--- src/rtl/alu_pkg.sv ---
// rtl/alu_pkg.sv - shared opcode type, packet constants and CRC4 helper for the mtm_alu input path
package alu_pkg;

  typedef enum logic [2:0] {
    OP_AND = 3'b000,
    OP_OR  = 3'b001,
    OP_ADD = 3'b100,
    OP_SUB = 3'b101
  } op_t;

  localparam int         PKT_BITS  = 11;
  localparam int         DATA_PKTS = 8;
  localparam logic       PKT_DATA  = 1'b0;
  localparam logic       PKT_CTRL  = 1'b1;
  localparam logic [3:0] CRC_POLY  = 4'h3;

  // x^4+x+1, init 0, message consumed MSB first
  function automatic logic [3:0] calc_crc4(input logic [67:0] d);
    logic [3:0] crc;
    crc = 4'h0;
    for (int i = 67; i >= 0; i--) begin
      if (crc[3] ^ d[i]) crc = {crc[2:0], 1'b0} ^ CRC_POLY;
      else               crc = {crc[2:0], 1'b0};
    end
    return crc;
  endfunction

endpackage

--- src/rtl/mtm_alu_rx_pkt.sv ---
// rtl/mtm_alu_rx_pkt.sv - 11-bit packet deserializer (start, type, 8 payload bits MSB first, stop)
module mtm_alu_rx_pkt
  import alu_pkg::*;
(
  input  logic       clk,
  input  logic       rst_n,
  input  logic       sin,
  output logic       pkt_valid,
  output logic       pkt_type,
  output logic [7:0] pkt_byte,
  output logic       pkt_err
);

  typedef enum logic [2:0] {S_IDLE, S_TYPE, S_PAYLOAD, S_STOP, S_RESYNC} state_t;

  localparam logic [2:0] LAST_BIT = 3'(PKT_BITS - 4);

  state_t     state;
  logic [2:0] bit_cnt;
  logic [7:0] shift;

  always_ff @(posedge clk or negedge rst_n) begin
    if (!rst_n) begin
      state     <= S_RESYNC;
      bit_cnt   <= 3'd0;
      shift     <= 8'h00;
      pkt_valid <= 1'b0;
      pkt_type  <= 1'b0;
      pkt_byte  <= 8'h00;
      pkt_err   <= 1'b0;
    end else begin
      pkt_valid <= 1'b0;
      pkt_err   <= 1'b0;
      case (state)
        S_IDLE: if (!sin) state <= S_TYPE;
        S_TYPE: begin
          pkt_type <= sin;
          bit_cnt  <= 3'd0;
          state    <= S_PAYLOAD;
        end
        S_PAYLOAD: begin
          shift   <= {shift[6:0], sin};
          bit_cnt <= bit_cnt + 3'd1;
          if (bit_cnt == LAST_BIT) state <= S_STOP;
        end
        S_STOP: begin
          if (sin) begin
            pkt_valid <= 1'b1;
            pkt_byte  <= shift;
            state     <= S_IDLE;
          end else begin
            pkt_err <= 1'b1;
            state   <= S_RESYNC;
          end
        end
        // wait for idle-high so we never lock onto the middle of a packet
        S_RESYNC: if (sin) state <= S_IDLE;
        default:  state <= S_RESYNC;
      endcase
    end
  end

endmodule

--- src/rtl/mtm_alu_rx.sv ---
// rtl/mtm_alu_rx.sv - frame assembly and checking for the mtm_alu input path
// MTM_ALU_RX_CRC_CHECK_EN enables the CRC4 comparison; otherwise err_crc is tied low.
module mtm_alu_rx
  import alu_pkg::*;
(
  input  logic        clk,
  input  logic        rst_n,
  input  logic        sin,
  output logic        out_valid,
  output logic [31:0] a,
  output logic [31:0] b,
  output logic [2:0]  op,
  output logic        err_data,
  output logic        err_crc,
  output logic        err_op
);

  logic       pkt_valid;
  logic       pkt_type;
  logic [7:0] pkt_byte;
  logic       pkt_err;

  mtm_alu_rx_pkt u_pkt (
    .clk       (clk),
    .rst_n     (rst_n),
    .sin       (sin),
    .pkt_valid (pkt_valid),
    .pkt_type  (pkt_type),
    .pkt_byte  (pkt_byte),
    .pkt_err   (pkt_err)
  );

  logic [63:0] data_sr;
  logic [3:0]  data_cnt;
  logic        data_overflow;
  logic [2:0]  rx_op;
  logic        fmt_bad;
  logic        crc_bad;
  logic        op_bad;

  assign rx_op   = pkt_byte[6:4];
  assign fmt_bad = (data_cnt != 4'(DATA_PKTS)) || data_overflow || pkt_byte[7];

`ifdef MTM_ALU_RX_CRC_CHECK_EN
  logic [3:0] rx_crc;
  assign rx_crc  = pkt_byte[3:0];
  assign crc_bad = (rx_crc != calc_crc4({data_sr, 1'b1, rx_op}));
`else
  assign crc_bad = 1'b0;
`endif

  always_comb begin
    op_bad = 1'b1;
    case (rx_op)
      OP_AND, OP_OR, OP_ADD, OP_SUB: op_bad = 1'b0;
      default:                       op_bad = 1'b1;
    endcase
  end

  always_ff @(posedge clk or negedge rst_n) begin
    if (!rst_n) begin
      data_sr       <= 64'h0;
      data_cnt      <= 4'd0;
      data_overflow <= 1'b0;
      out_valid     <= 1'b0;
      a             <= 32'h0;
      b             <= 32'h0;
      op            <= 3'b000;
      err_data      <= 1'b0;
      err_crc       <= 1'b0;
      err_op        <= 1'b0;
    end else begin
      out_valid <= 1'b0;
      if (pkt_err) begin
        out_valid     <= 1'b1;
        err_data      <= 1'b1;
        err_crc       <= 1'b0;
        err_op        <= 1'b0;
        data_cnt      <= 4'd0;
        data_overflow <= 1'b0;
      end else if (pkt_valid && pkt_type == PKT_CTRL) begin
        // one flag at most, data errors dominate CRC, CRC dominates opcode
        out_valid     <= 1'b1;
        err_data      <= fmt_bad;
        err_crc       <= !fmt_bad && crc_bad;
        err_op        <= !fmt_bad && !crc_bad && op_bad;
        b             <= data_sr[63:32];
        a             <= data_sr[31:0];
        op            <= rx_op;
        data_cnt      <= 4'd0;
        data_overflow <= 1'b0;
      end else if (pkt_valid && pkt_type == PKT_DATA) begin
        if (data_cnt < 4'(DATA_PKTS)) begin
          data_sr  <= {data_sr[55:0], pkt_byte};
          data_cnt <= data_cnt + 4'd1;
        end else begin
          data_overflow <= 1'b1;
        end
      end
    end
  end

endmodule

--- config.mk ---
export PLATFORM = sky130hd
export DESIGN_NAME = mtm_alu_rx
export DESIGN_NICKNAME = d
export VERILOG_FILES = /design/src/rtl/alu_pkg.sv /design/src/rtl/mtm_alu_rx_pkt.sv /design/src/rtl/mtm_alu_rx.sv
export SDC_FILE = /design/constraint.sdc
export NUM_CORES = 1
export LEC_CHECK = 0
export CORE_MARGIN = 8
export CORE_UTILIZATION = 54
export CTS_CLUSTER_SIZE = 30
export DETAILED_ROUTE_END_ITERATION = 8
export HOLD_SLACK_MARGIN = 0.12
export MAX_ROUTING_LAYER = met4
export PLACE_DENSITY = 0.77
export SYNTH_ARGS = -nofsm -noshare
export SYNTH_HDL_FRONTEND = slang
export SYNTH_HIERARCHICAL = 1
export SYNTH_SLANG_ARGS = --single-unit
--- constraint.sdc ---
create_clock -name clk -period 1.93 [get_ports clk]
set_input_delay 0.4825 -clock clk [delete_from_list [all_inputs] [get_ports clk]]
set_output_delay 0.4825 -clock clk [all_outputs]
set_load 0.03 [all_outputs]
==> reports/metrics.sh, run 1 <==
RUN_STATUS='completed'
FINAL_NETS=482
SYN_NETS=398
FP.DIEAREA_UM2=15400
POST_LAYOUT_NONFILLER_INSTANCES=631
VIASPERCELL=5.45
NUMBER_OF_SLEW_LIMIT_VIOLATIONS_IN_THE_FINAL_REPORT=0
GP_ROUTABILITY_CONGESTION=0.747
SYNTH_COMPOUND_GATE_AREA_SHARE=0.0204
SYNTH_ASYNC_SR_FLOP_SHARE=1.00
SYNTHESIZED_AREA_FRACTION_OCCUPIED_BY_XOR_AND_XNOR_CELLS=0
FINALSETUPTNS_NS=0
NUMBER_OF_ANTENNA_VIOLATIONS_AT_THE_FIRST_CHECK_IN_GLOBAL_ROUTING=0
SYNTH_EDF_COUNT=0
TIMING.FINAL.CRIT_PERIOD_NS=1.73
SYNTH.YOSYS.SEQ_AREA_SHARE=0.651
YOSYS-MUX-AREA-FRACTION=0.263
CP-START-KIND='register'
VDD_IR_DROP_MAX_mV=1.03
INITIAL_UTILIZATION=0.552
GRT_PASS1_WL_UM=18200
YOSYS.AREA_SHARE.ADDER=0.00794
FLOP_AND_LATCH_COUNT_OUT_OF_SYNTHESIS=164
FLOORPLAN.DIE.WIDTH_UM=124
DP.FINAL_HPWL_UM=7130
CRITICAL_PATH_PEAK_FANOUT=52
YOSYS_MOST_USED_DFF='sky130_fd_sc_hd__dfrtp_1'
PATH_CLASS='register to register'
SYNTH_LARGEST_AREA_CELL='sky130_fd_sc_hd__dfrtp_1'
CTS.CLK_SLEW.WORST_PATHS_NS=0.06
PERIOD_SHARE=0.897
NETLIST_INSTANCES=391
AREAGROWTHSYNTHTOFINISH_PCT=23.2
CP_DATA_ARRIVAL_TIME_NS=2.03
MAPPEDNETLISTAREA_UM2=6300
POWER.SHARE.COMBINATIONAL=0.114
POST-CTS-SETUP-BUFFERS=0
CTS.SINKS=164
SYNTH_TOP_AREA_FRAC=0.647
INITIALDRTVIOLATIONCOUNT=205
YOSYS-TOP-CELLS-AREA='sky130_fd_sc_hd__dfrtp_1 65%, sky130_fd_sc_hd__mux2_2 26%, sky130_fd_sc_hd__buf_6 1.1%'
POWER_FRAC_CLOCK=0.410
TRITONCTS='built'
GRT_REMAINING_OVERFLOW=0
INSERTION_DELAY_NS=0.42
DETAILROUTE.VIA_COUNT=3438
SYNTH_SIMPLE_GATE_AREA_SHARE=0.0316
PLACED_CELLS=598
CTSHTREEMAXLEVEL=4
POWER_FRAC_SEQ=0.476
MAX_STAGE_DELAY_NS=0.43
CHIPHEIGHT_UM=124
ANT_NETS=0
DOMINANT_COMBINATIONAL_CELL_FAMILY_BY_AREA_AFTER_SYNTHESIS='multiplexers'
FINCLKSKEW_NS=0.00673
CORE_UM2=11400
WORST_SETUP_PATH_END_KIND='register'
HOLD_PATH.CLASS='register to register'
SYNTH_WARNINGS=6
MOST_FREQUENT_CELLS_AFTER_SYNTHESIS='163 x sky130_fd_sc_hd__dfrtp_1, 147 x sky130_fd_sc_hd__mux2_2, 7 x sky130_fd_sc_hd__buf_2, 7 x sky130_fd_sc_hd__inv_1'
POWER_PER_CELL_AREA_nW_PER_UM2=1130
HOLD_VIOL_FINAL=0
FIRST_GLOBAL_VIAS=3594
P_SW_FRAC=0.241
WIRE_PER_INST_UM=17.6
MAX-CAP-VIOLATIONS=0
NETSWITCHINGPOWER_uW=2120
ACHIEVABLE-FREQUENCY_MHz=577
GR-USAGE-ALL-LAYERS=0.160
PATH_DELAY_FAMILY='simple AND/OR/NAND/NOR gates'
TIMING.CRITICAL_PATH.CELLS='nand2b_1 -> nor3_4 -> buf_12 -> mux2_2'
WORST_EP_REQUIRED_TIME_NS=2.23
WORST-PATH-BUF-INV=1
CTS-ROOT-BUF='sky130_fd_sc_hd__clkbuf_16'
FF2FF_SETUP_SLACK_NS=0.20
TOTAL_ROUTED_LENGTH_UM=11100
DRIVE_GT1_FRAC=0.398
LARGEST_NET_DEGREE_AT_THE_START_OF_GLOBAL_ROUTING=59
RSZ0062_AT_GRT='false'
WORST_HOLD_SLACK_NS=0.497
INTERNAL_POWER_uW=6680
NUM_IO_PINS=74
SETUP-VIOLATIONS-FINAL=0
CTS_BUFFER_DEPTH=2
ANTENNA_CELLS_INSERTED=0
CRITPATHSLOWESTCELL='sky130_fd_sc_hd__dfrtp_1'
CTS_MADE_BUFFERS=17
SYN_AREA_PER_CELL_UM2=16.1
DRC=0
PORT_BUFFER_CELLS=72
POST-SYNTH-TOP-COUNT-CELL='sky130_fd_sc_hd__dfrtp_1'
CELLLEAKAGEPOWER_uW=0.00424
POST_SYNTH_NUM_CELL_TYPES=32
NUM_ROWS=39
DRT_PASS1_ITERATIONS=4
TOTALPOWERFINAL_uW=8800
[worst register-to-register path, cell delays in order (launching register included)]
cell                       delay [ns]
sky130_fd_sc_hd__dfrtp_1         0.43
sky130_fd_sc_hd__nand2b_1        0.25
sky130_fd_sc_hd__nor3_4          0.20
sky130_fd_sc_hd__buf_12          0.32
sky130_fd_sc_hd__mux2_2          0.42
[through the flow]
stage               instance area, um2  setup slack (ns)  utilization
global route                      7770             0.119        0.680
CTS                               7760           0.00138        0.680
finish                            7770             0.198        0.680
global placement                  7190             0.187        0.630
detailed placement                7190             0.142        0.630
floorplan                         6300             0.309            -
[cell families after synthesis]
group | Yosys count
flops | 164
mux | 147
simple gates | 30
buf+inv | 25
compound gates | 20
fa+ha+maj | 4
other cells | 1
[power groups by stage]
stage	Clock, uW	Combinational, uW	Sequential (uW)
2_1_floorplan	0	747	4170
3_5_place_dp	0	1040	4250
4_1_cts	3690	1020	4190
3_3_place_gp	0	993	4220
5_1_grt	3830	1110	4250
6_report	3610	1000	4190
[flip-flops by register name, summed over array words and instances (netlist names)]
register,flops
a,32
b,32
data_cnt,4
data_overflow,1
data_sr,64
err_data,1
err_op,1
op,3
out_valid,1
u_pkt/bit_cnt,3
u_pkt/pkt_byte,8
u_pkt/pkt_err,1
u_pkt/pkt_type,1
u_pkt/pkt_valid,1
u_pkt/shift,8
u_pkt/state,3
[layout make-up]
type	instances	area [um2]
clock inverter	9	148
multi-input combinational	202	2040
timing repair buffer	83	777
inverter	7	26.3
clock buffer	23	498
tap	143	179
fill	805	3650
sequential	164	4110
[final timing paths]
path	from	to	cells past startpoint
max	u_pkt/pkt_type	data_sr[34]	4
min reg2reg	a[25]	a[25]	1
max in group asynchronous	rst_n	a[27]	3
min	a[25]	a[25]	1
max reg2reg	u_pkt/pkt_type	data_sr[34]	4
min in group asynchronous	rst_n	b[23]	2
[routing by layer]
| layer | GRT usage | up-vias | share of wire |
|---|---|---|---|
| li1 | - | 1561 | - |
| met3 | 0.0512 | 17 | 0.055 |
| met4 | 0.0662 | 0 | 0.017 |
| met1 | 0.205 | 1782 | 0.46 |
| met2 | 0.231 | 78 | 0.46 |
| met5 | - | - | 0 |
[cell usage in the layout, fill, tap and decap left out, types with 2 or more instances in the layout]
cell type	netlist	routed
sky130_fd_sc_hd__a21oi_1	6	6
sky130_fd_sc_hd__a22o_1	3	3
sky130_fd_sc_hd__buf_12	0	4
sky130_fd_sc_hd__buf_4	4	6
sky130_fd_sc_hd__bufinv_16	0	4
sky130_fd_sc_hd__clkbuf_16	0	17
sky130_fd_sc_hd__clkbuf_8	0	5
sky130_fd_sc_hd__clkinv_2	0	4
sky130_fd_sc_hd__dfrtp_1	163	163
sky130_fd_sc_hd__dlygate4sd2_1	0	68
sky130_fd_sc_hd__dlymetal6s2s_1	0	2
sky130_fd_sc_hd__ha_1	4	4
sky130_fd_sc_hd__inv_1	7	7
sky130_fd_sc_hd__mux2_2	147	147
sky130_fd_sc_hd__nand2_1	4	4
sky130_fd_sc_hd__nand2b_1	4	4
sky130_fd_sc_hd__nand3_1	2	2
sky130_fd_sc_hd__nand3b_1	3	3
sky130_fd_sc_hd__nor2_1	6	6
sky130_fd_sc_hd__nor2b_1	2	2
sky130_fd_sc_hd__o21ai_0	5	5
sky130_fd_sc_hd__o311ai_0	2	2
sky130_fd_sc_hd__or3_1	2	2
[what timing repair did]
item | CTS | global route
endpoints found under the hold margin | 42 | 0
resized for setup | 68 | 2
hold buffers | 1 | 0
endpoints found under the setup margin | 68 | 2
(Power assumes the default switching activity.)
==> run 2, diff against run 1 <==
Settings changed: HOLD_SLACK_MARGIN 0.12 to unset.
==> results of run 2 <==
Same layout as run 1: the final DEF is identical, and so are final timing and power.
==> run 3, diff against run 2 <==
Settings changed: SYNTH_HIERARCHICAL 1 to unset.
==> run 3 against run 2 <==
Effect of this change: fmax is 7.7% lower; synthesized cell count is 1.0% lower; first-iteration DRC count is 1.5% lower; sequential power about the same; non-clock buffer count grew 5; core utilization fell by 0.48 points; combinational power grew 19%; critical endpoint is now out_valid; highest routed layer unchanged.
==> reports/metrics.sh, run 3 <==
SYNTH_SIMPLE_GATE_AREA_SHARE=0.0281  # was 0.0316
LARGEST_REG_FLOPS=64  # unchanged
ANT_NETS=0  # unchanged
AREAGROWTHSYNTHTOFINISH_PCT=22.7  # was 23.2%
MAX_STAGE_DELAY_NS=0.66  # was 0.43 ns
LARGEST_NET_DEGREE_AT_THE_START_OF_GLOBAL_ROUTING=52  # was 59
CTS_BUFFER_DEPTH=2  # unchanged
PATH_DELAY_FAMILY='buffers and inverters'  # was simple AND/OR/NAND/NOR gates
YOSYS.AREA_SHARE.ADDER=0.00760  # was 0.00794
GR-USAGE-ALL-LAYERS=0.159  # was 0.160
FLOP_AND_LATCH_COUNT_OUT_OF_SYNTHESIS=164  # unchanged
YOSYS_MOST_USED_DFF='sky130_fd_sc_hd__dfrtp_1'  # unchanged
DRC=0  # unchanged
SYNTH_ASYNC_SR_FLOP_SHARE=1.00  # unchanged
ANTENNA_CELLS_INSERTED=0  # unchanged
PLACED_CELLS=600  # was 598
GRT_REMAINING_OVERFLOW=0  # unchanged
SYNTH_LARGEST_AREA_CELL='sky130_fd_sc_hd__dfrtp_1'  # unchanged
LAYOUT.CORE_UTILIZATION=0.676  # was 0.680
WORST_EP_REQUIRED_TIME_NS=1.45  # was 2.23 ns
CTS-ROOT-BUF='sky130_fd_sc_hd__clkbuf_16'  # unchanged
SYNTH.YOSYS.SEQ_AREA_SHARE=0.623  # was 0.651
HOLD_PATH.CLASS='input pin to async pin'  # was register to register
REGISTERS.TOP_BY_FF_COUNT='data_sr'  # unchanged
LAYOUT.FILLER_CELLS=797  # was 805
MOST_FREQUENT_CELLS_AFTER_SYNTHESIS='163 x sky130_fd_sc_hd__dfrtp_1, 79 x sky130_fd_sc_hd__mux2_2, 60 x sky130_fd_sc_hd__mux2_4'  # was 163 x sky130_fd_sc_hd__dfrtp_1, 147 x sky130_fd_sc_hd__mux2_2, 7 x sky130_fd_sc_hd__buf_2, 7 x sky130_fd_sc_hd__inv_1
CTSHTREEMAXLEVEL=4  # unchanged
DETAILROUTE.VIA_COUNT=3366  # was 3438
RUN_STATUS='completed'  # unchanged
NUMBER_OF_SLEW_LIMIT_VIOLATIONS_IN_THE_FINAL_REPORT=0  # unchanged
MAX-CAP-VIOLATIONS=0  # unchanged
LAYOUT.CELLS.MOST_COMMON_LIST='163 x sky130_fd_sc_hd__dfrtp_1, 79 x sky130_fd_sc_hd__mux2_2, 62 x sky130_fd_sc_hd__dlygate4sd2_1'  # was 163 x sky130_fd_sc_hd__dfrtp_1, 147 x sky130_fd_sc_hd__mux2_2, 68 x sky130_fd_sc_hd__dlygate4sd2_1
SYN_AREA_PER_CELL_UM2=17.0  # was 16.1 um2
NUMBER_OF_ANTENNA_VIOLATIONS_AT_THE_FIRST_CHECK_IN_GLOBAL_ROUTING=0  # unchanged
TRITONCTS='built'  # unchanged
VDD_IR_DROP_MAX_mV=0.703  # was 1.03 mV
WIRE_PER_INST_UM=18.4  # was 17.6 um
FINAL_NETS=480  # was 482
CRITICAL_PATH_PEAK_FANOUT=1  # was 52
CRITPATHSLOWESTCELL='sky130_fd_sc_hd__clkdlybuf4s50_1'  # was sky130_fd_sc_hd__dfrtp_1
FINCLKSKEW_NS=0.00595  # was 0.00673 ns
TOTAL_ROUTED_LENGTH_UM=11700  # was 11100 um
INITIALDRTVIOLATIONCOUNT=202  # was 205
FIRST_GLOBAL_VIAS=3676  # was 3594
DOMINANT_COMBINATIONAL_CELL_FAMILY_BY_AREA_AFTER_SYNTHESIS='multiplexers'  # unchanged
SYN_NETS=394  # was 398
YOSYS-TOP-CELLS-AREA='sky130_fd_sc_hd__dfrtp_1 62%, sky130_fd_sc_hd__mux2_4 14%, sky130_fd_sc_hd__mux2_2 14%'  # was sky130_fd_sc_hd__dfrtp_1 65%, sky130_fd_sc_hd__mux2_2 26%, sky130_fd_sc_hd__buf_6 1.1%
CELLLEAKAGEPOWER_uW=0.00442  # was 0.00424 uW
NETLIST_INSTANCES=387  # was 391
WORST_SETUP_PATH_END_KIND='output port'  # was register
INSERTION_DELAY_NS=0.41  # was 0.42 ns
CP-START-KIND='register'  # unchanged
POWER_PER_CELL_AREA_nW_PER_UM2=1120  # was 1130 nW/um2
MOST_FREQUENT_STANDARD_CELL_IN_THE_LAYOUT_EXCLUDING_FILL_AND_TAP_CELLS='sky130_fd_sc_hd__dfrtp_1'  # unchanged
SYNTH_TOP_AREA_FRAC=0.619  # was 0.647
DRIVE_GT1_FRAC=0.389  # was 0.398
INITIAL_UTILIZATION=0.551  # was 0.552
MAPPEDNETLISTAREA_UM2=6590  # was 6300 um2
FLOORPLAN.DIE.WIDTH_UM=126  # was 124 um
CTS.CLK_SLEW.WORST_PATHS_NS=0.06  # about the same
FINALSETUPTNS_NS=0  # unchanged
HOLD_VIOL_FINAL=0  # unchanged
POST-SYNTH-TOP-COUNT-CELL='sky130_fd_sc_hd__dfrtp_1'  # unchanged
NUM_ROWS=40  # was 39
SYNTHESIZED_AREA_FRACTION_OCCUPIED_BY_XOR_AND_XNOR_CELLS=0.00133  # was 0
DRT_PASS1_ITERATIONS=4  # unchanged
PATH_CLASS='register to output port'  # was register to register
POST_SYNTH_NUM_CELL_TYPES=37  # was 32
REG.LARGEST.LIST='data_sr (64), a (32), b (32)'  # unchanged
PORT_BUFFER_CELLS=72  # unchanged
WORST-PATH-BUF-INV=1  # unchanged
YOSYS-MUX-AREA-FRACTION=0.287  # was 0.263
POST_LAYOUT_NONFILLER_INSTANCES=633  # was 631
DP.FINAL_HPWL_UM=7830  # was 7130 um
GP_ROUTABILITY_CONGESTION=0.724  # was 0.747
CP_DATA_ARRIVAL_TIME_NS=1.39  # was 2.03 ns
CTS.SINKS=164  # unchanged
TIMING.CRITICAL_PATH.CELLS='clkdlybuf4s50_1'  # was nand2b_1 -> nor3_4 -> buf_12 -> mux2_2
WORST_HOLD_SLACK_NS=0.470  # was 0.497 ns
TIMING.FINAL.CRIT_PERIOD_NS=1.88  # was 1.73 ns
ACHIEVABLE-FREQUENCY_MHz=533  # was 577 MHz
SYNTH_WARNINGS=0  # was 6
PERIOD_SHARE=0.972  # was 0.897
NUM_IO_PINS=74  # unchanged
GRT_PASS1_WL_UM=19600  # was 18200 um
VIASPERCELL=5.32  # was 5.45
CHIPHEIGHT_UM=126  # was 124 um
SETUP-VIOLATIONS-FINAL=0  # unchanged
SYNTH_EDF_COUNT=0  # unchanged
RSZ0062_AT_GRT='false'  # unchanged
SYNTH_COMPOUND_GATE_AREA_SHARE=0.0146  # was 0.0204
FP.DIEAREA_UM2=16000  # was 15400 um2
CORE_UM2=12000  # was 11400 um2
CTS_MADE_BUFFERS=17  # unchanged
run 3: changes by cell type after synthesis, moves of 2 or more:
cell                       previous run  this run
sky130_fd_sc_hd__buf_12               0         6
sky130_fd_sc_hd__buf_6                6         3
sky130_fd_sc_hd__mux2_1               0         9
sky130_fd_sc_hd__mux2_2             147        79
sky130_fd_sc_hd__mux2_4               0        60
sky130_fd_sc_hd__nand2_1              4         2
sky130_fd_sc_hd__nor3b_1              0         2
sky130_fd_sc_hd__o21ai_0              5         3
sky130_fd_sc_hd__o311ai_0             2         0
run 3: path summary, 6_finish.rpt:
path / from / end / slack [ns] / cells after the start
setup / recovery: out_valid / out_valid / 0.05 / 1
hold / removal: rst_n / b[29] / 0.47 / 2
setup reg to reg: u_pkt.pkt_type / data_sr[38] / 0.13 / 4
hold reg to reg: a[13] / a[13] / 0.48 / 1
max in group asynchronous: rst_n / a[1] / 0.91 / 3
min in group clk: a[13] / a[13] / 0.48 / 1
run 3: stage by stage:
step | total power [uW] | area (um2) | setup slack (ns)
after floorplan | 5080 | 6590 | 0.391
after global placement | 5400 | 7490 | 0.209
after detailed placement | 5490 | 7490 | 0.166
after CTS | 9110 | 8060 | 0.000530
after global routing | 9380 | 8080 | 0.00970
final | 9030 | 8080 | 0.0539
run 3: timing repair:
| action | in CTS | in global routing |
|---|---|---|
| hold buffers | 1 | 0 |
| endpoints found under the hold margin | 14 | 0 |
| setup buffers | 0 | 0 |
| resized for setup | 62 | 7 |
| setup endpoints to repair | 62 | 7 |
run 3: cell type report:
type / count / area (um2) / share of cell area
inverters: 6 / 22.5 / 0.00279
clock buffers: 21 / 460 / 0.0570
clock inverters: 11 / 180 / 0.0223
flip-flops and latches: 164 / 4110 / 0.508
repair buffers: 88 / 885 / 0.109
well taps: 147 / 184 / 0.0228
multi-input cells: 196 / 2240 / 0.278
run 3: worst reg2reg max path: cells and delay by family, from the launching register on:
family / cells / cell delay, ns
flops: 1 / 0.51
buf+inv: 2 / 0.47
mux: 1 / 0.36
simple gates: 1 / 0.35
run 3: cells by family after synthesis:
group	count (synthesis)
multiplexers	148
buffers and inverters	27
other	1
XOR/XNOR	1
AO/OA/AOI/OAI	15
flip-flops	164
adder cells (fa/ha/maj)	4
AND/OR/NAND/NOR	27
run 3: layer usage:
| metal | vias to the layer above | part of all wire | track usage |
|---|---|---|---|
| met5 | - | 0 | - |
| met4 | 0 | 0.019 | 0.0679 |
| met3 | 16 | 0.040 | 0.0444 |
| met2 | 65 | 0.48 | 0.250 |
| met1 | 1747 | 0.46 | 0.190 |
| li1 | 1538 | - | - |
run 3: where the power goes:
part / internal, uW / leakage (uW) / switching [uW]
Sequential: 3840 / 0.00224 / 370
Combinational: 646 / 0.00186 / 544
Clock: 2350 / 0.000320 / 1280
